[config.mk]
export PLATFORM = sky130hd
export DESIGN_NAME = pipeline_hazard_ctrl_flat
export DESIGN_NICKNAME = d
export VERILOG_FILES = /design/src/rtl/pipeline_hazard_ctrl_if.sv /design/src/rtl/pipeline_hazard_ctrl.sv /design/src/flat_wrapper.sv
export SDC_FILE = /design/constraint.sdc
export NUM_CORES = 1
export LEC_CHECK = 0
export BUFFER_PORTS_ARGS = -buffer_cell sky130_fd_sc_hd__buf_2
export CORE_UTILIZATION = 35
export DETAILED_ROUTE_END_ITERATION = 16
export GPL_TIMING_DRIVEN = 0
export HOLD_SLACK_MARGIN = 0.15
export PLACE_DENSITY = 0.66
export SETUP_SLACK_MARGIN = 0.1
export SYNTH_ARGS = -nofsm -noshare
export SYNTH_HDL_FRONTEND = slang
export SYNTH_SLANG_ARGS = --single-unit
[constraint.sdc]
create_clock -name clk -period 2.9 [get_ports clk]
set_input_delay 0.87 -clock clk [delete_from_list [all_inputs] [get_ports clk]]
set_output_delay 0.87 -clock clk [all_outputs]
set_load 0.05 [all_outputs]
[src/rtl/pipeline_hazard_ctrl_if.sv]
// Bundle between the 5-stage pipeline datapath and its hazard controller.
// The master modport is the datapath side, and the slave modport is the controller side.
interface pipeline_hazard_ctrl_if #(
    parameter int unsigned CNT_W = 32
);
    logic [4:0]       id_rs;
    logic [4:0]       id_rt;
    logic [4:0]       ex_rs;
    logic [4:0]       ex_rt;
    logic             ex_mem_read;
    logic [4:0]       ex_rt_dst;
    logic             mem_reg_write;
    logic [4:0]       mem_rd_dst;
    logic             wb_reg_write;
    logic [4:0]       wb_rd_dst;
    logic             mem_pc_src;
    logic             dmem_req;
    logic             dmem_ready;

    logic             pc_write;
    logic             ifid_write;
    logic             idex_write;
    logic             exmem_write;
    logic             memwb_write;
    logic             ifid_flush;
    logic             idex_flush;
    logic             exmem_flush;
    logic [1:0]       fwd_a;
    logic [1:0]       fwd_b;
    logic [CNT_W-1:0] stall_cnt;
    logic [CNT_W-1:0] flush_cnt;
    logic             mem_err;

    modport master (
        output id_rs, id_rt, ex_rs, ex_rt, ex_mem_read, ex_rt_dst,
               mem_reg_write, mem_rd_dst, wb_reg_write, wb_rd_dst,
               mem_pc_src, dmem_req, dmem_ready,
        input  pc_write, ifid_write, idex_write, exmem_write, memwb_write,
               ifid_flush, idex_flush, exmem_flush, fwd_a, fwd_b,
               stall_cnt, flush_cnt, mem_err
    );

    modport slave (
        input  id_rs, id_rt, ex_rs, ex_rt, ex_mem_read, ex_rt_dst,
               mem_reg_write, mem_rd_dst, wb_reg_write, wb_rd_dst,
               mem_pc_src, dmem_req, dmem_ready,
        output pc_write, ifid_write, idex_write, exmem_write, memwb_write,
               ifid_flush, idex_flush, exmem_flush, fwd_a, fwd_b,
               stall_cnt, flush_cnt, mem_err
    );
endinterface

[src/rtl/pipeline_hazard_ctrl.sv]
// Hazard controller for the 5-stage MIPS pipeline. It handles memory freezes, branch flushes,
// load-use stalls and EX forwarding. It also keeps saturating stall/flush counters and a sticky memory-timeout error.
module pipeline_hazard_ctrl #(
    parameter int unsigned CNT_W       = 32,
    parameter int unsigned MEM_TIMEOUT = 64
) (
    input logic                   clk,
    input logic                   rst,
    pipeline_hazard_ctrl_if.slave bus
);
    localparam int unsigned WCNT_W = $clog2(MEM_TIMEOUT + 1);

    typedef enum logic [0:0] {
        ST_RUN      = 1'b0,
        ST_MEM_WAIT = 1'b1
    } state_e;

    state_e            state_q,     state_d;
    logic [WCNT_W-1:0] wait_cnt_q,  wait_cnt_d;
    logic [CNT_W-1:0]  stall_cnt_q, stall_cnt_d;
    logic [CNT_W-1:0]  flush_cnt_q, flush_cnt_d;
    logic              mem_err_q,   mem_err_d;

    logic freeze;
    logic load_use;
    logic stall_evt;
    logic flush_evt;
    logic timeout_hit;

    logic       pc_write_c, ifid_write_c, idex_write_c, exmem_write_c, memwb_write_c;
    logic       ifid_flush_c, idex_flush_c, exmem_flush_c;
    logic [1:0] fwd_a_c, fwd_b_c;

    assign freeze      = bus.dmem_req && !bus.dmem_ready;
    assign load_use    = bus.ex_mem_read && (bus.ex_rt_dst != 5'd0) &&
                         ((bus.ex_rt_dst == bus.id_rs) || (bus.ex_rt_dst == bus.id_rt));
    assign stall_evt   = freeze || (!bus.mem_pc_src && load_use);
    assign flush_evt   = !freeze && bus.mem_pc_src;
    assign timeout_hit = (wait_cnt_q == WCNT_W'(MEM_TIMEOUT));

    // Per-cycle enables/flushes in priority order: freeze, branch, load-use, normal.
    always_comb begin
        pc_write_c    = 1'b0;
        ifid_write_c  = 1'b0;
        idex_write_c  = 1'b0;
        exmem_write_c = 1'b0;
        memwb_write_c = 1'b0;
        ifid_flush_c  = 1'b0;
        idex_flush_c  = 1'b0;
        exmem_flush_c = 1'b0;
        fwd_a_c       = 2'b00;
        fwd_b_c       = 2'b00;
        if (rst) begin
            if (!freeze) begin
                idex_write_c  = 1'b1;
                exmem_write_c = 1'b1;
                memwb_write_c = 1'b1;
                if (bus.mem_pc_src) begin
                    pc_write_c    = 1'b1;
                    ifid_write_c  = 1'b1;
                    ifid_flush_c  = 1'b1;
                    idex_flush_c  = 1'b1;
                    exmem_flush_c = 1'b1;
                end else if (load_use) begin
                    idex_flush_c  = 1'b1;
                end else begin
                    pc_write_c    = 1'b1;
                    ifid_write_c  = 1'b1;
                end
            end
            // The EX/MEM result is younger, so it takes precedence over MEM/WB.
            if (bus.mem_reg_write && (bus.mem_rd_dst != 5'd0) && (bus.mem_rd_dst == bus.ex_rs))
                fwd_a_c = 2'b10;
            else if (bus.wb_reg_write && (bus.wb_rd_dst != 5'd0) && (bus.wb_rd_dst == bus.ex_rs))
                fwd_a_c = 2'b01;
            if (bus.mem_reg_write && (bus.mem_rd_dst != 5'd0) && (bus.mem_rd_dst == bus.ex_rt))
                fwd_b_c = 2'b10;
            else if (bus.wb_reg_write && (bus.wb_rd_dst != 5'd0) && (bus.wb_rd_dst == bus.ex_rt))
                fwd_b_c = 2'b01;
        end
    end

    // Next-state logic for the wait FSM, the timeout tracker and the saturating counters.
    always_comb begin
        state_d     = state_q;
        wait_cnt_d  = wait_cnt_q;
        stall_cnt_d = stall_cnt_q;
        flush_cnt_d = flush_cnt_q;
        mem_err_d   = mem_err_q;
        case (state_q)
            ST_RUN: begin
                if (freeze) begin
                    state_d    = ST_MEM_WAIT;
                    wait_cnt_d = '0;
                end
            end
            ST_MEM_WAIT: begin
                if (timeout_hit)
                    mem_err_d = 1'b1;
                if (bus.dmem_ready)
                    state_d = ST_RUN;
                else if (!timeout_hit)
                    wait_cnt_d = wait_cnt_q + WCNT_W'(1);
            end
            default: state_d = ST_RUN;
        endcase
        if (stall_evt && (stall_cnt_q != '1))
            stall_cnt_d = stall_cnt_q + CNT_W'(1);
        if (flush_evt && (flush_cnt_q != '1))
            flush_cnt_d = flush_cnt_q + CNT_W'(1);
    end

    always_ff @(posedge clk or negedge rst) begin
        if (!rst) begin
            state_q     <= ST_RUN;
            wait_cnt_q  <= '0;
            stall_cnt_q <= '0;
            flush_cnt_q <= '0;
            mem_err_q   <= 1'b0;
        end else begin
            state_q     <= state_d;
            wait_cnt_q  <= wait_cnt_d;
            stall_cnt_q <= stall_cnt_d;
            flush_cnt_q <= flush_cnt_d;
            mem_err_q   <= mem_err_d;
        end
    end

    assign bus.pc_write    = pc_write_c;
    assign bus.ifid_write  = ifid_write_c;
    assign bus.idex_write  = idex_write_c;
    assign bus.exmem_write = exmem_write_c;
    assign bus.memwb_write = memwb_write_c;
    assign bus.ifid_flush  = ifid_flush_c;
    assign bus.idex_flush  = idex_flush_c;
    assign bus.exmem_flush = exmem_flush_c;
    assign bus.fwd_a       = fwd_a_c;
    assign bus.fwd_b       = fwd_b_c;
    assign bus.stall_cnt   = stall_cnt_q;
    assign bus.flush_cnt   = flush_cnt_q;
    assign bus.mem_err     = mem_err_q;
endmodule

[src/flat_wrapper.sv]
// flat-port wrapper written by rule: the top's interface ports become plain ports
module pipeline_hazard_ctrl_flat 
#(
    parameter int unsigned CNT_W       = 32,
    parameter int unsigned MEM_TIMEOUT = 64
)
  (clk, rst, bus_id_rs, bus_id_rt, bus_ex_rs, bus_ex_rt, bus_ex_mem_read, bus_ex_rt_dst, bus_mem_reg_write, bus_mem_rd_dst, bus_wb_reg_write, bus_wb_rd_dst, bus_mem_pc_src, bus_dmem_req, bus_dmem_ready, bus_pc_write, bus_ifid_write, bus_idex_write, bus_exmem_write, bus_memwb_write, bus_ifid_flush, bus_idex_flush, bus_exmem_flush, bus_fwd_a, bus_fwd_b, bus_stall_cnt, bus_flush_cnt, bus_mem_err);
  pipeline_hazard_ctrl_if #(.CNT_W(CNT_W)) bus_i ();
  input logic clk;
  input logic rst;
  input wire logic [$bits(bus_i.id_rs)-1:0] bus_id_rs;
  input wire logic [$bits(bus_i.id_rt)-1:0] bus_id_rt;
  input wire logic [$bits(bus_i.ex_rs)-1:0] bus_ex_rs;
  input wire logic [$bits(bus_i.ex_rt)-1:0] bus_ex_rt;
  input wire logic [$bits(bus_i.ex_mem_read)-1:0] bus_ex_mem_read;
  input wire logic [$bits(bus_i.ex_rt_dst)-1:0] bus_ex_rt_dst;
  input wire logic [$bits(bus_i.mem_reg_write)-1:0] bus_mem_reg_write;
  input wire logic [$bits(bus_i.mem_rd_dst)-1:0] bus_mem_rd_dst;
  input wire logic [$bits(bus_i.wb_reg_write)-1:0] bus_wb_reg_write;
  input wire logic [$bits(bus_i.wb_rd_dst)-1:0] bus_wb_rd_dst;
  input wire logic [$bits(bus_i.mem_pc_src)-1:0] bus_mem_pc_src;
  input wire logic [$bits(bus_i.dmem_req)-1:0] bus_dmem_req;
  input wire logic [$bits(bus_i.dmem_ready)-1:0] bus_dmem_ready;
  output wire logic [$bits(bus_i.pc_write)-1:0] bus_pc_write;
  output wire logic [$bits(bus_i.ifid_write)-1:0] bus_ifid_write;
  output wire logic [$bits(bus_i.idex_write)-1:0] bus_idex_write;
  output wire logic [$bits(bus_i.exmem_write)-1:0] bus_exmem_write;
  output wire logic [$bits(bus_i.memwb_write)-1:0] bus_memwb_write;
  output wire logic [$bits(bus_i.ifid_flush)-1:0] bus_ifid_flush;
  output wire logic [$bits(bus_i.idex_flush)-1:0] bus_idex_flush;
  output wire logic [$bits(bus_i.exmem_flush)-1:0] bus_exmem_flush;
  output wire logic [$bits(bus_i.fwd_a)-1:0] bus_fwd_a;
  output wire logic [$bits(bus_i.fwd_b)-1:0] bus_fwd_b;
  output wire logic [$bits(bus_i.stall_cnt)-1:0] bus_stall_cnt;
  output wire logic [$bits(bus_i.flush_cnt)-1:0] bus_flush_cnt;
  output wire logic [$bits(bus_i.mem_err)-1:0] bus_mem_err;
  assign bus_i.id_rs = bus_id_rs;
  assign bus_i.id_rt = bus_id_rt;
  assign bus_i.ex_rs = bus_ex_rs;
  assign bus_i.ex_rt = bus_ex_rt;
  assign bus_i.ex_mem_read = bus_ex_mem_read;
  assign bus_i.ex_rt_dst = bus_ex_rt_dst;
  assign bus_i.mem_reg_write = bus_mem_reg_write;
  assign bus_i.mem_rd_dst = bus_mem_rd_dst;
  assign bus_i.wb_reg_write = bus_wb_reg_write;
  assign bus_i.wb_rd_dst = bus_wb_rd_dst;
  assign bus_i.mem_pc_src = bus_mem_pc_src;
  assign bus_i.dmem_req = bus_dmem_req;
  assign bus_i.dmem_ready = bus_dmem_ready;
  assign bus_pc_write = bus_i.pc_write;
  assign bus_ifid_write = bus_i.ifid_write;
  assign bus_idex_write = bus_i.idex_write;
  assign bus_exmem_write = bus_i.exmem_write;
  assign bus_memwb_write = bus_i.memwb_write;
  assign bus_ifid_flush = bus_i.ifid_flush;
  assign bus_idex_flush = bus_i.idex_flush;
  assign bus_exmem_flush = bus_i.exmem_flush;
  assign bus_fwd_a = bus_i.fwd_a;
  assign bus_fwd_b = bus_i.fwd_b;
  assign bus_stall_cnt = bus_i.stall_cnt;
  assign bus_flush_cnt = bus_i.flush_cnt;
  assign bus_mem_err = bus_i.mem_err;
  pipeline_hazard_ctrl #(.CNT_W(CNT_W), .MEM_TIMEOUT(MEM_TIMEOUT)) u_core (.clk(clk), .rst(rst), .bus(bus_i));
endmodule
# Word-level counts from Yosys, hierarchy flattened
# Index checks and enable logic that the tools add are counted.
[word_totals] output_inout_bits=77 wordCells=70 regBits=73 input_bits=43
[classes] muxes=26 n_eq_ne=12 n_addsub=3 reduce_logical=23 bitwise_logic=1
[ops] cell="$add 32x1->32 const B" count=2
[ops] cell="$ne 32x32->1 const B" count=2
[ops] cell="$eq 5x5->1" count=6
[ops] cell="$mux 7" count=3
[ops] cell="$mux 1" count=17
[ops] cell="$reduce_bool 5->1" count=3
[ops] cell="$pmux 7 s2" count=1
[ops] cell="$logic_and 1x1->1" count=13
[ops] cell="$mux 2" count=4
[ops] cell="$add 7x1->7 const B" count=1
[ops] cell="$eq 7x7->1 const B" count=1
[ops] cell="$ne 2x2->1 const B" count=2
[ops] cell="$logic_not 1->1" count=3
[ops] cell="$reduce_and 3->1" count=1
[ops] cell="$logic_or 1x1->1" count=2
[ops] cell="$ne 2x1->1 const B" count=1
[ops] cell="$pmux 1 s2" count=1
[ops] cell="$reduce_and 2->1" count=1
[ops] cell="$not 1->1" count=1

# Longest topological paths before layout
[depth] depth_word=7 depth_mapped=8 mapped_depth_nobuf=7

# Worst setup path after synthesis
# OpenSTA, ideal clock, no wires.
[synth_path] path_type="input -> output" start="input port bus_mem_rd_dst[0]" end="output port bus_fwd_a[0]" stages=4 arrival_ns=3.221 required_ns=2.030 setup_slack_ns=-1.191 n_path_buf=0 cell_sequence="or4_1 -> o21ai_0 -> nor4_1 -> nor4_1"
[synth_between] elab_chain_len=5 elab_cells_between_ends=6 cone_classes="1 x eq/ne; 2 x mux; 3 x reduce/logical"
[synth_lines] element="from (decl)" line_no="flat_wrapper.sv:18" source="input wire logic [$bits(bus_i.mem_rd_dst)-1:0] bus_mem_rd_dst;"
[synth_lines] element="$reduce_bool 5->1" line_no="pipeline_hazard_ctrl.sv:72" source="if (bus.mem_reg_write && (bus.mem_rd_dst != 5'd0) && (bus.mem_rd_dst == bus.ex_rs))"
[synth_lines] element="$logic_and 1x1->1" line_no="pipeline_hazard_ctrl.sv:72"
[synth_lines] element="$logic_and 1x1->1 (*)" line_no="pipeline_hazard_ctrl.sv:72"
[synth_lines] element="$mux 2 (*)" line_no="pipeline_hazard_ctrl.sv:72"
[synth_lines] element="$mux 2 (*)" line_no="pipeline_hazard_ctrl.sv:53" source="if (rst) begin"
[synth_lines] element="to (decl)" line_no="flat_wrapper.sv:32" source="output wire logic [$bits(bus_i.fwd_a)-1:0] bus_fwd_a;"
# Every way passes the cells marked *; elsewhere a longest branch is shown, timed or not.

# Final worst setup path
[layout_path] start="input port bus_wb_rd_dst[3]" end="output port bus_fwd_a[0]"
[layout_between] elab_chain_len=6 elab_cells_between_ends=7 cone_classes="1 x eq/ne; 3 x mux; 3 x reduce/logical"
[layout_lines] element="from (decl)" line_no="flat_wrapper.sv:20" source="input wire logic [$bits(bus_i.wb_rd_dst)-1:0] bus_wb_rd_dst;"
[layout_lines] element="$reduce_bool 5->1" line_no="pipeline_hazard_ctrl.sv:74" source="else if (bus.wb_reg_write && (bus.wb_rd_dst != 5'd0) && (bus.wb_rd_dst == bus.ex_rs))"
[layout_lines] element="$logic_and 1x1->1" line_no="pipeline_hazard_ctrl.sv:74"
[layout_lines] element="$logic_and 1x1->1 (*)" line_no="pipeline_hazard_ctrl.sv:74"
[layout_lines] element="$mux 1 (*)" line_no="pipeline_hazard_ctrl.sv:74"
[layout_lines] element="$mux 2 (*)" line_no="pipeline_hazard_ctrl.sv:72"
[layout_lines] element="$mux 2 (*)" line_no="pipeline_hazard_ctrl.sv:53"
# Marks and branches as above.

==> results.md <==
- Synth unique cells: a little over 40
- GRT Total Usage: 0.177
- Via/cell ratio: 5.09
- Syn Inst Count: about 400
- Pleak: 2.65 nW
- R2R cell count: 6
- Clk root buf: clkbuf_16
- Clk_lat worst skew: ~0.34 ns
- RSZ-0062 raised after global routing: yes
- Max Fclk: roughly 0.32 GHz
- Critical path launch point: bus_wb_rd_dst[3]
- Biggest area consumer among synthesized cells: dfrtp_1
- End of the critical path: bus_fwd_a[0]
- H-tree levels: 3
- Area Overhead vs Synth: 35.9%
- PD cells: roughly 600 nW/µm²
- CTS Hold Buffers Added: 0
- Pre-CTS setup slack: -0.615 ns
- Ant. Diodes: 0
- Die area: 12100 µm²
- Core Util, Final: 0.486
- Sinks on the clock net: 73
- Largest net degree at the start of global routing: 36
- Final Cycle Share: 1.07
- Critical path type: primary input to primary output
- Worst r2r src: u_core.bus.flush_cnt[0]
- Max stage delay on crit path: 0.55 ns
- Iteration-0 DRC Markers: about 180
- Layout cells sized above 1: 0.359
- Clk slew on worst S/H paths: about 0.060 ns
- Slew headroom: 0.532
- Die width: 110 µm
- Max-cap violation count: 0
- Status: complete, but fails checks
- Top cell type's share of synthesized area: 0.447
- Worst-path cell chain: buf_2 > xor2_1 > or4_4 > nor4_4 > buf_6
- Detailed Route WL: slightly above 10000 µm
- Critical path's top delay family: simple AND/OR/NAND/NOR gates
- Layout Skew: 0.00960 ns
- Routed Antenna Nets: 0
- Sequential area share after synthesis: 0.447
- Slew Viols, Final: 0
- # IOs: between 100 and 150
- Worst-Margin Slew: around 0.7 ns
- Period minus WS final: between 3 and 4 ns
- Avg Cell Area, Syn: between 10 and 15 µm²
- Row cnt: 39
- # port buffers: ~120
- Dominant cells by area after synthesis: dfrtp_1 45%, xor2_1 14%, xnor2_1 6.0%
- Most frequent cells in the layout: 104 x buf_2, 73 x dfrtp_1, 67 x xor2_1
- Core Area: 11400 µm²
- Syn. warnings: 0
- Crit path max fanout: 3
- Bufs on Longest Clock Path: 2
- Crit. End Element: primary output
- Initial antenna violation count: 0
- Worst setup SP type: primary input
- Placer congestion estimate: 0.881
- Die Span Y: roughly 110 µm
- CP max-delay cell: or4_4
- WL/cell: around 15 µm
- CTS buffer count: 9
- Worst Slack Setup Final: -0.190 ns
- FF-to-FF setup slack: 0.67 ns
- Levels on crit path: 5
- First-pass GRT wire length: about 16000 µm
- FF-to-FF End: u_core.bus.flush_cnt[18]
- Most common cell after layout, fill and taps aside: buf_2
- #FFs+latches synth: 73
- Worst EP arrival: approximately 2.2 ns
- DPL Wire Length: between 7000 and 8000 µm
- Peak supply drop: 650 µV
- HP Class: primary input to asynchronous set/reset pin
- Via count: between 3000 and 4000
- Final #Nets: 585
- Buf+Inv Stages, Crit Path: 2
- Vias in the first global route: about 3400
- Pre-antenna DRT Iters: 4
- WP data required: a little over 2 ns
- Syn Nets: 448
- CTS tree: done
- Mapped cell area: about 4000 µm²
- Starting Density: 0.358
- Residual overflow from global routing: 0
- Failing checks: setup timing
- Residual DRC: 0
- Setup violations, final: 7
- Setup TNS: -0.641 ns
- Final count of hold timing violations: 0
[cell usage after synthesis, drive strengths merged]
cell	count
dfrtp	73
xor2	67
nor2	34
nand2	31
nand3	30
xnor2	28
nor3	26
nand4	22
nor4	16
and3	11
buf	11
inv	8
and4	6
o21ai	6
or4	6
and2	5
ha	4
mux2	3
nor3b	2
nor4b	2
a22oi	1
a311oi	1
a31o	1
a31oi	1
a41oi	1
nand2b	1
nand3b	1
nor4bb	1
o211ai	1
o31a	1
[cell type report]
class                   count  area, µm²
plain buffers              11       83.8
clock buffers              11        253
well taps                 143        179
clock inverters             5       30.0
fillers                  1046       5870
inverters                   8       30.0
flip-flops and latches     73       1830
repair buffers            126        855
multi-input cells         309       2290
[worst min path at each step]
stage	start	endpoint	slack, ns	depth (start not counted)
floorplan	u_core.wait_cnt_q[6]	u_core.wait_cnt_q[6]	0.50	2
global placement	u_core.bus.mem_err	u_core.bus.mem_err	0.45	1
detailed placement	u_core.bus.mem_err	u_core.bus.mem_err	0.46	1
CTS	rst	u_core.state_q	0.32	1
global route	rst	u_core.wait_cnt_q[6]	0.31	1
finish	rst	u_core.wait_cnt_q[4]	0.32	1
[state kept, by name (all words and copies together), names as in the netlist]
register,count
u_core.bus.flush_cnt,32
u_core.bus.stall_cnt,32
u_core.wait_cnt_q,7
u_core.bus.mem_err,1
u_core.state_q,1
[report_power, final]
group          switching [mW]  internal, mW  leakage [nW]
Combinational           0.679         0.297          1.56
Clock                   0.431         0.621         0.137
Sequential              0.164          1.14         0.949
Total                    1.27          2.06          2.65
[repair_timing]
action,in CTS,in global routing
buffers inserted,4,0
pin swaps,11,5
gates resized for setup,43,13
cloned,2,0
setup endpoints to repair,11,12
[kinds of logic after synthesis]
logic type / Yosys count / synth area share
buffers and inverters: 19 / 0.0270
AOI/OAI and AO/OA: 13 / 0.0242
DFF: 73 / 0.447
xor gates and xnor gates: 95 / 0.204
muxes: 3 / 0.00919
and+or+nand+nor: 194 / 0.277
adders and majority gates: 4 / 0.0123
[metal layers]
layer / global-route usage / share of wire
met4: 0.0743 / 0.027
met1: 0.214 / 0.44
met5: 0 / 0
met3: 0.0570 / 0.059
met2: 0.288 / 0.47
[worst register-to-register path, stage by stage, from the launching register on]
cell and delay [ns]:
dfrtp_1 0.43, ha_1 0.21, nand3_1 0.12, nor3_1 0.40
nor3b_1 0.62, nand3_1 0.19, xnor2_1 0.16
[metrics by stage]
stage	cells	power, mW	area [µm²]	hold WS [ns]
floorplan	401	1.97	4160	0.505
global placement	663	2.22	4930	0.453
detailed placement	664	2.25	4960	0.457
CTS	686	3.35	5510	0.323
global route	686	3.49	5550	0.307
finish	686	3.33	5550	0.320
Power figures use the tool's default switching activity.
